### config.mk
export PLATFORM = sky130hd
export DESIGN_NAME = videocard_job_loader
export DESIGN_NICKNAME = d
export VERILOG_FILES = /design/src/rtl/videocard_pkg.sv /design/src/rtl/videocard_job_loader.sv
export SDC_FILE = /design/constraint.sdc
export NUM_CORES = 1
export LEC_CHECK = 0
export CAP_MARGIN = 10
export CORE_ASPECT_RATIO = 0.8
export CORE_MARGIN = 2
export CORE_UTILIZATION = 30
export DETAILED_ROUTE_END_ITERATION = 7
export PLACE_DENSITY_LB_ADDON = 0.05
export RECOVER_POWER = 50
export SLEW_MARGIN = 10
export SYNTH_ARGS = -nofsm -noshare
export SYNTH_HDL_FRONTEND = slang
export SYNTH_SLANG_ARGS = --single-unit
### constraint.sdc
create_clock -name clk -period 3.9 [get_ports clk]
set_input_delay 0.585 -clock clk [delete_from_list [all_inputs] [get_ports clk]]
set_output_delay 0.585 -clock clk [all_outputs]
set_load 0.01 [all_outputs]
### src/rtl/videocard_pkg.sv
// Shared definitions for the videocard job loader: FSM states and control-port map.
package videocard_pkg;

    typedef enum logic [3:0] {
        ST_IDLE       = 4'd0,
        ST_LOAD_DATA  = 4'd1,
        ST_LOAD_PROG  = 4'd2,
        ST_CORE_EN    = 4'd3,
        ST_START      = 4'd4,
        ST_POLL_WAIT  = 4'd5,
        ST_POLL_READ  = 4'd6,
        ST_POLL_CHECK = 4'd7,
        ST_CLEAR      = 4'd8,
        ST_DONE       = 4'd9
    } loader_state_e;

    localparam logic [2:0] CTRL_START     = 3'd0;
    localparam logic [2:0] CTRL_STATUS    = 3'd1;
    localparam logic [2:0] CTRL_CORE_BASE = 3'd2;

    localparam int PROG_BASE_DEFAULT = 65536;

endpackage

### src/rtl/videocard_job_loader.sv
// Host-side sequencer: streams one job into the videocard memory, starts the cores,
// polls the finish status, clears it and reports done (or timeout).
module videocard_job_loader
    import videocard_pkg::*;
#(
    parameter int WIDTH      = 32,
    parameter int ADDR_W     = 17,
    parameter int PROG_BASE  = PROG_BASE_DEFAULT,
    parameter int NUM_CORES  = 4,
    parameter int CNT_W      = 16,
    parameter int POLL_GAP   = 16,
    parameter int POLL_LIMIT = 65535
) (
    input  logic                 clk,
    input  logic                 reset_n,
    input  logic                 job_start,
    input  logic [CNT_W-1:0]     job_data_cnt,
    input  logic [CNT_W-1:0]     job_prog_cnt,
    input  logic [NUM_CORES-1:0] job_core_mask,
    input  logic                 s_valid,
    output logic                 s_ready,
    input  logic [WIDTH-1:0]     s_data,
    output logic [ADDR_W-1:0]    address,
    output logic [WIDTH-1:0]     data_in,
    output logic                 write,
    output logic [2:0]           address_control,
    output logic [WIDTH-1:0]     data_in_control,
    output logic                 write_control,
    output logic                 read_control,
    input  logic [WIDTH-1:0]     data_out_control,
    output logic                 busy,
    output logic                 done,
    output logic                 timeout
);

    localparam int CORE_W = (NUM_CORES > 1) ? $clog2(NUM_CORES) : 1;
    localparam int GAP_W  = $clog2(POLL_GAP + 1);
    localparam int POLL_W = $clog2(POLL_LIMIT + 1);
    localparam logic [ADDR_W-1:0] PROG_BASE_ADDR = ADDR_W'(PROG_BASE);

    loader_state_e        state_r;
    logic [CNT_W-1:0]     idx_r;
    logic [CNT_W-1:0]     data_cnt_r;
    logic [CNT_W-1:0]     prog_cnt_r;
    logic [NUM_CORES-1:0] mask_r;
    logic [CORE_W-1:0]    core_idx_r;
    logic [GAP_W-1:0]     gap_r;
    logic [POLL_W-1:0]    poll_r;

    // Loader FSM; every output is a register updated here.
    always_ff @(posedge clk or negedge reset_n) begin
        if (!reset_n) begin
            state_r         <= ST_IDLE;
            idx_r           <= {CNT_W{1'b0}};
            data_cnt_r      <= {CNT_W{1'b0}};
            prog_cnt_r      <= {CNT_W{1'b0}};
            mask_r          <= {NUM_CORES{1'b0}};
            core_idx_r      <= {CORE_W{1'b0}};
            gap_r           <= {GAP_W{1'b0}};
            poll_r          <= {POLL_W{1'b0}};
            s_ready         <= 1'b0;
            address         <= {ADDR_W{1'b0}};
            data_in         <= {WIDTH{1'b0}};
            write           <= 1'b0;
            address_control <= 3'd0;
            data_in_control <= {WIDTH{1'b0}};
            write_control   <= 1'b0;
            read_control    <= 1'b0;
            busy            <= 1'b0;
            done            <= 1'b0;
            timeout         <= 1'b0;
        end else begin
            write         <= 1'b0;
            write_control <= 1'b0;
            read_control  <= 1'b0;
            done          <= 1'b0;
            case (state_r)
                ST_IDLE: begin
                    if (job_start) begin
                        data_cnt_r <= job_data_cnt;
                        prog_cnt_r <= job_prog_cnt;
                        mask_r     <= job_core_mask;
                        idx_r      <= {CNT_W{1'b0}};
                        core_idx_r <= {CORE_W{1'b0}};
                        busy       <= 1'b1;
                        timeout    <= 1'b0;
                        // Empty phases are skipped so s_ready never rises for them.
                        if (job_data_cnt != {CNT_W{1'b0}}) begin
                            state_r <= ST_LOAD_DATA;
                            s_ready <= 1'b1;
                        end else if (job_prog_cnt != {CNT_W{1'b0}}) begin
                            state_r <= ST_LOAD_PROG;
                            s_ready <= 1'b1;
                        end else begin
                            state_r <= ST_CORE_EN;
                        end
                    end
                end
                ST_LOAD_DATA: begin
                    if (s_valid && s_ready) begin
                        write   <= 1'b1;
                        address <= ADDR_W'(idx_r);
                        data_in <= s_data;
                        if (idx_r == data_cnt_r - CNT_W'(1)) begin
                            idx_r   <= {CNT_W{1'b0}};
                            s_ready <= 1'b0;
                            state_r <= (prog_cnt_r != {CNT_W{1'b0}}) ? ST_LOAD_PROG : ST_CORE_EN;
                        end else begin
                            idx_r <= idx_r + CNT_W'(1);
                        end
                    end
                end
                ST_LOAD_PROG: begin
                    if (s_valid && s_ready) begin
                        write   <= 1'b1;
                        address <= PROG_BASE_ADDR + ADDR_W'(idx_r);
                        data_in <= s_data;
                        if (idx_r == prog_cnt_r - CNT_W'(1)) begin
                            s_ready <= 1'b0;
                            state_r <= ST_CORE_EN;
                        end else begin
                            idx_r <= idx_r + CNT_W'(1);
                        end
                    end else begin
                        s_ready <= 1'b1;
                    end
                end
                ST_CORE_EN: begin
                    write_control   <= 1'b1;
                    address_control <= CTRL_CORE_BASE + 3'(core_idx_r);
                    data_in_control <= WIDTH'(mask_r[core_idx_r]);
                    if (core_idx_r == CORE_W'(NUM_CORES - 1)) begin
                        state_r <= ST_START;
                    end else begin
                        core_idx_r <= core_idx_r + CORE_W'(1);
                    end
                end
                ST_START: begin
                    write_control   <= 1'b1;
                    address_control <= CTRL_START;
                    data_in_control <= WIDTH'(1);
                    gap_r           <= {GAP_W{1'b0}};
                    poll_r          <= {POLL_W{1'b0}};
                    state_r         <= ST_POLL_WAIT;
                end
                ST_POLL_WAIT: begin
                    // Read is issued on leaving the gap so the data lands in POLL_CHECK.
                    if (gap_r == GAP_W'(POLL_GAP - 1)) begin
                        read_control    <= 1'b1;
                        address_control <= CTRL_STATUS;
                        state_r         <= ST_POLL_READ;
                    end else begin
                        gap_r <= gap_r + GAP_W'(1);
                    end
                end
                ST_POLL_READ: begin
                    state_r <= ST_POLL_CHECK;
                end
                ST_POLL_CHECK: begin
                    gap_r <= {GAP_W{1'b0}};
                    if (data_out_control != {WIDTH{1'b0}}) begin
                        write_control   <= 1'b1;
                        address_control <= CTRL_STATUS;
                        data_in_control <= {WIDTH{1'b0}};
                        state_r         <= ST_CLEAR;
                    end else if (poll_r == POLL_W'(POLL_LIMIT - 1)) begin
                        timeout <= 1'b1;
                        busy    <= 1'b0;
                        state_r <= ST_IDLE;
                    end else begin
                        poll_r  <= poll_r + POLL_W'(1);
                        state_r <= ST_POLL_WAIT;
                    end
                end
                ST_CLEAR: begin
                    done    <= 1'b1;
                    busy    <= 1'b0;
                    state_r <= ST_DONE;
                end
                ST_DONE: begin
                    state_r <= ST_IDLE;
                end
                default: begin
                    state_r <= ST_IDLE;
                    busy    <= 1'b0;
                    s_ready <= 1'b0;
                end
            endcase
        end
    end

endmodule

==> reports/qor.yml <==
outcome: "finished with violations"
violations: "capacitance limit, slew limit"
syn_to_final_growth_pct: 31.94
finalSetupViolations: 0
coreArea_mm2: 0.02531
io_buffers: 163
dpl_cell_area_mm2: 0.009590
ys_seq_area_share_pct: 45.06
fp.dieH_um: 147.5
wl_um: 22020
stdcell_count: 1320
start_util_pct: 30.50
crit_fanout: 10
leakage_nw: 4.390
fin_crit_sh_pct: 84.74
r2r-end: "idx_r[5]"
diodes: 0
period_needed_ns: 3.305
grt_max_degree: 68
grt_pass1_wl_um: 35330
htreeDepth: 4
track_usage_pct: 16.87
root_buffer: "clkbuf_16"
drt_first_pass_iters: 5
power.total_mw: 7.100
num_io_pins: 195
synth_area_per_cell_um2: 9.290
synth_top_area_cell: "dfrtp_1"
fin_hold_ws_ns: 0.4710
synth_top_area_share_pct: 45.06
synth_cell_types: 68
fin_nets: 1095
antenna_found_initial: 0
synth_edf_count: 0
async_flop_share_pct: 100.0
r2r-start: "data_cnt_r[0]"
dieArea_mm2: 0.02704
cp.required_ns: 4.20
wire_per_inst_um: 16.68
fin_tns_setup_ns: 0
drv_cap: 1
ys_top_cells_by_area: "dfrtp_1 (45%), mux2_2 (7.6%), nand2_1 (7.3%)"
hold_path_depth: 2
ctsResizeCount: 0
ys_warn_count: 0
cts_sinks: 139
irDropWorstVdd_mv: 0.3834
rrSetupSlack_ns: 0.60
post-place-cells: 1288
worst_setup_path_start_kind: "register"
drc: 0
cts_buffers: 17
yosys_most_used_dff: "dfrtp_1"
arrival_ns: 3.60
syn_area_mm2: 0.007720
final_cell_area_mm2: 0.01019
critPathKind: "reg -> reg"
cp-end-kind: "register"
hold_violations: 0
hold_buffers: 0
worstMarginPinSlew_ns: 1.743
row_count: 52
die_w_um: 183.4
layout-drive-gt1-share_pct: 11.24
hold_end: "address[10]"
num_vias: 6323
hold_path_class: "reg -> reg"
max_freq_mhz: 302.6
skew_ns: 0.01008
cellPowerDensity_mw_per_mm2: 697.0
synth_cells: 831
gr-total-overflow: 0
clk_latency_ns: 0.43
viasPerCell: 4.790
holdCritStartpoint: "address[10]"
drv_slew: 68
postCtsSetupRepairBufs: 0
drt_first_iter_violations: 349
ys_ff_latch: 139
drtAntennaViolNets: 0
dp_hpwl_um: 16150
grt_pass1_vias: 6246
place_congestion: 0.8272
rsz0062_at_grt: "false"
ff2ff_path_depth: 10
clkTransAtPathRegs_ns: 0.07
cts_tree: "done"
clockBufferDepth: 2
maxSlewHeadroom_pct: -16.23
## power by group
part,leakage [nW],switching [mW],internal [mW]
Clock,0.303,0.745,0.983
Combinational,2.30,1.46,1.43
Sequential,1.79,0.563,1.92
Total,4.39,2.77,4.33
## stage by stage
step           worst slack, ns  utilization [%]
6_report                0.5953            40.25
3_3_place_gp            0.7536            37.89
3_5_place_dp            0.6153            37.89
2_1_floorplan            1.044                -
4_1_cts                 0.6011            40.35
5_1_grt                 0.2168            40.25
## layout by cell type, fill, tap and decap left out, types with 9 or more instances in the layout
cell type	count
nor2_1	53
or3_1	11
mux2_2	52
xor2_1	28
o21ai_0	28
clkbuf_16	17
inv_1	24
buf_4	9
nor3_1	30
xnor2_1	27
a21oi_1	28
clkdlybuf4s50_1	139
nor4_1	27
nand4_1	17
nand2_1	149
dfrtp_1	139
conb_1	31
nand3_1	20
dlygate4sd3_1	23
## Yosys cell counts, drive strengths merged, types with 3 or more instances
library cell and number:
or3 11, and3 8, or2 4, o21ai 30, a31oi 6, nor2b 6
buf 39, ha 8, o2111ai 3, nand4 17, clkbuf 33, nor2 54
nor3 30, mux2i 3, nand2b 9, or4 7, o311ai 3, o31ai 3
mux2 52, nand3 21, inv 24, and4 4, xnor2 27, nand2 150
a21o 4, nor4 31, o21a 7, a21oi 28, dfrtp 139, and2 4
nor3b 5, xor2 28
## flip-flops by register name, indices dropped and copies added (netlist names), 2 cells and up
register and count:
prog_cnt_r 16, data_in 32, poll_r 16, address_control 3, idx_r 16, core_idx_r 2
mask_r 4, gap_r 5, data_cnt_r 16, state_r 4, address 17
## cell type report
cell class / instances / area [µm²]
clock buffer: 17 / 425.4
fill: 2506 / 15120
tap: 324 / 405.4
sequential: 139 / 3478
clock inverter: 15 / 195.2
timing repair buffer: 175 / 1723
inverter: 24 / 90.09
multi-input combinational: 626 / 3869
## worst max path at each step
stage	start	endpoint	slack [ns]	cells after the start
2_1_floorplan	data_cnt_r[0]	s_ready	1.04	10
3_3_place_gp	data_cnt_r[0]	idx_r[3]	0.75	10
3_5_place_dp	data_cnt_r[0]	idx_r[5]	0.62	10
4_1_cts	data_cnt_r[0]	idx_r[5]	0.60	10
5_1_grt	data_cnt_r[0]	idx_r[10]	0.22	10
6_report	data_cnt_r[0]	idx_r[5]	0.60	10
## cells by family (layout without fill, tap and decap cells)
kind of cell    after synthesis  after routing  synth area share (%)
compound gates              106            106                 8.930
xor+xnor                     55             55                 6.240
fa+ha+maj                     8              8                 1.297
buf+inv                      96            231                 6.386
flops                       139            139                 45.06
mux                          56             56                 8.266
other cells                   1             31               0.04858
simple gates                370            370                 23.78
## worst max-delay path, cell delays in order (launching register included)
cell and delay [ns]:
dfrtp_1 0.42, inv_1 0.07, ha_1 0.20, or4b_1 0.50
nor4_1 0.47, a21o_1 0.20, o2111ai_1 0.14, nor4_2 0.30
a21oi_1 0.29, nor2_2 0.45, nor2_1 0.11
## layer usage
metal	track usage [%]	share of wire [%]	vias to the layer above
li1	-	-	3155
met1	26.25	53	2950
met2	22.75	40	208
met3	4.952	6.5	10
met4	3.440	0.75	0
met5	0	0	-
Note: power is estimated with default switching activity, not from simulation.
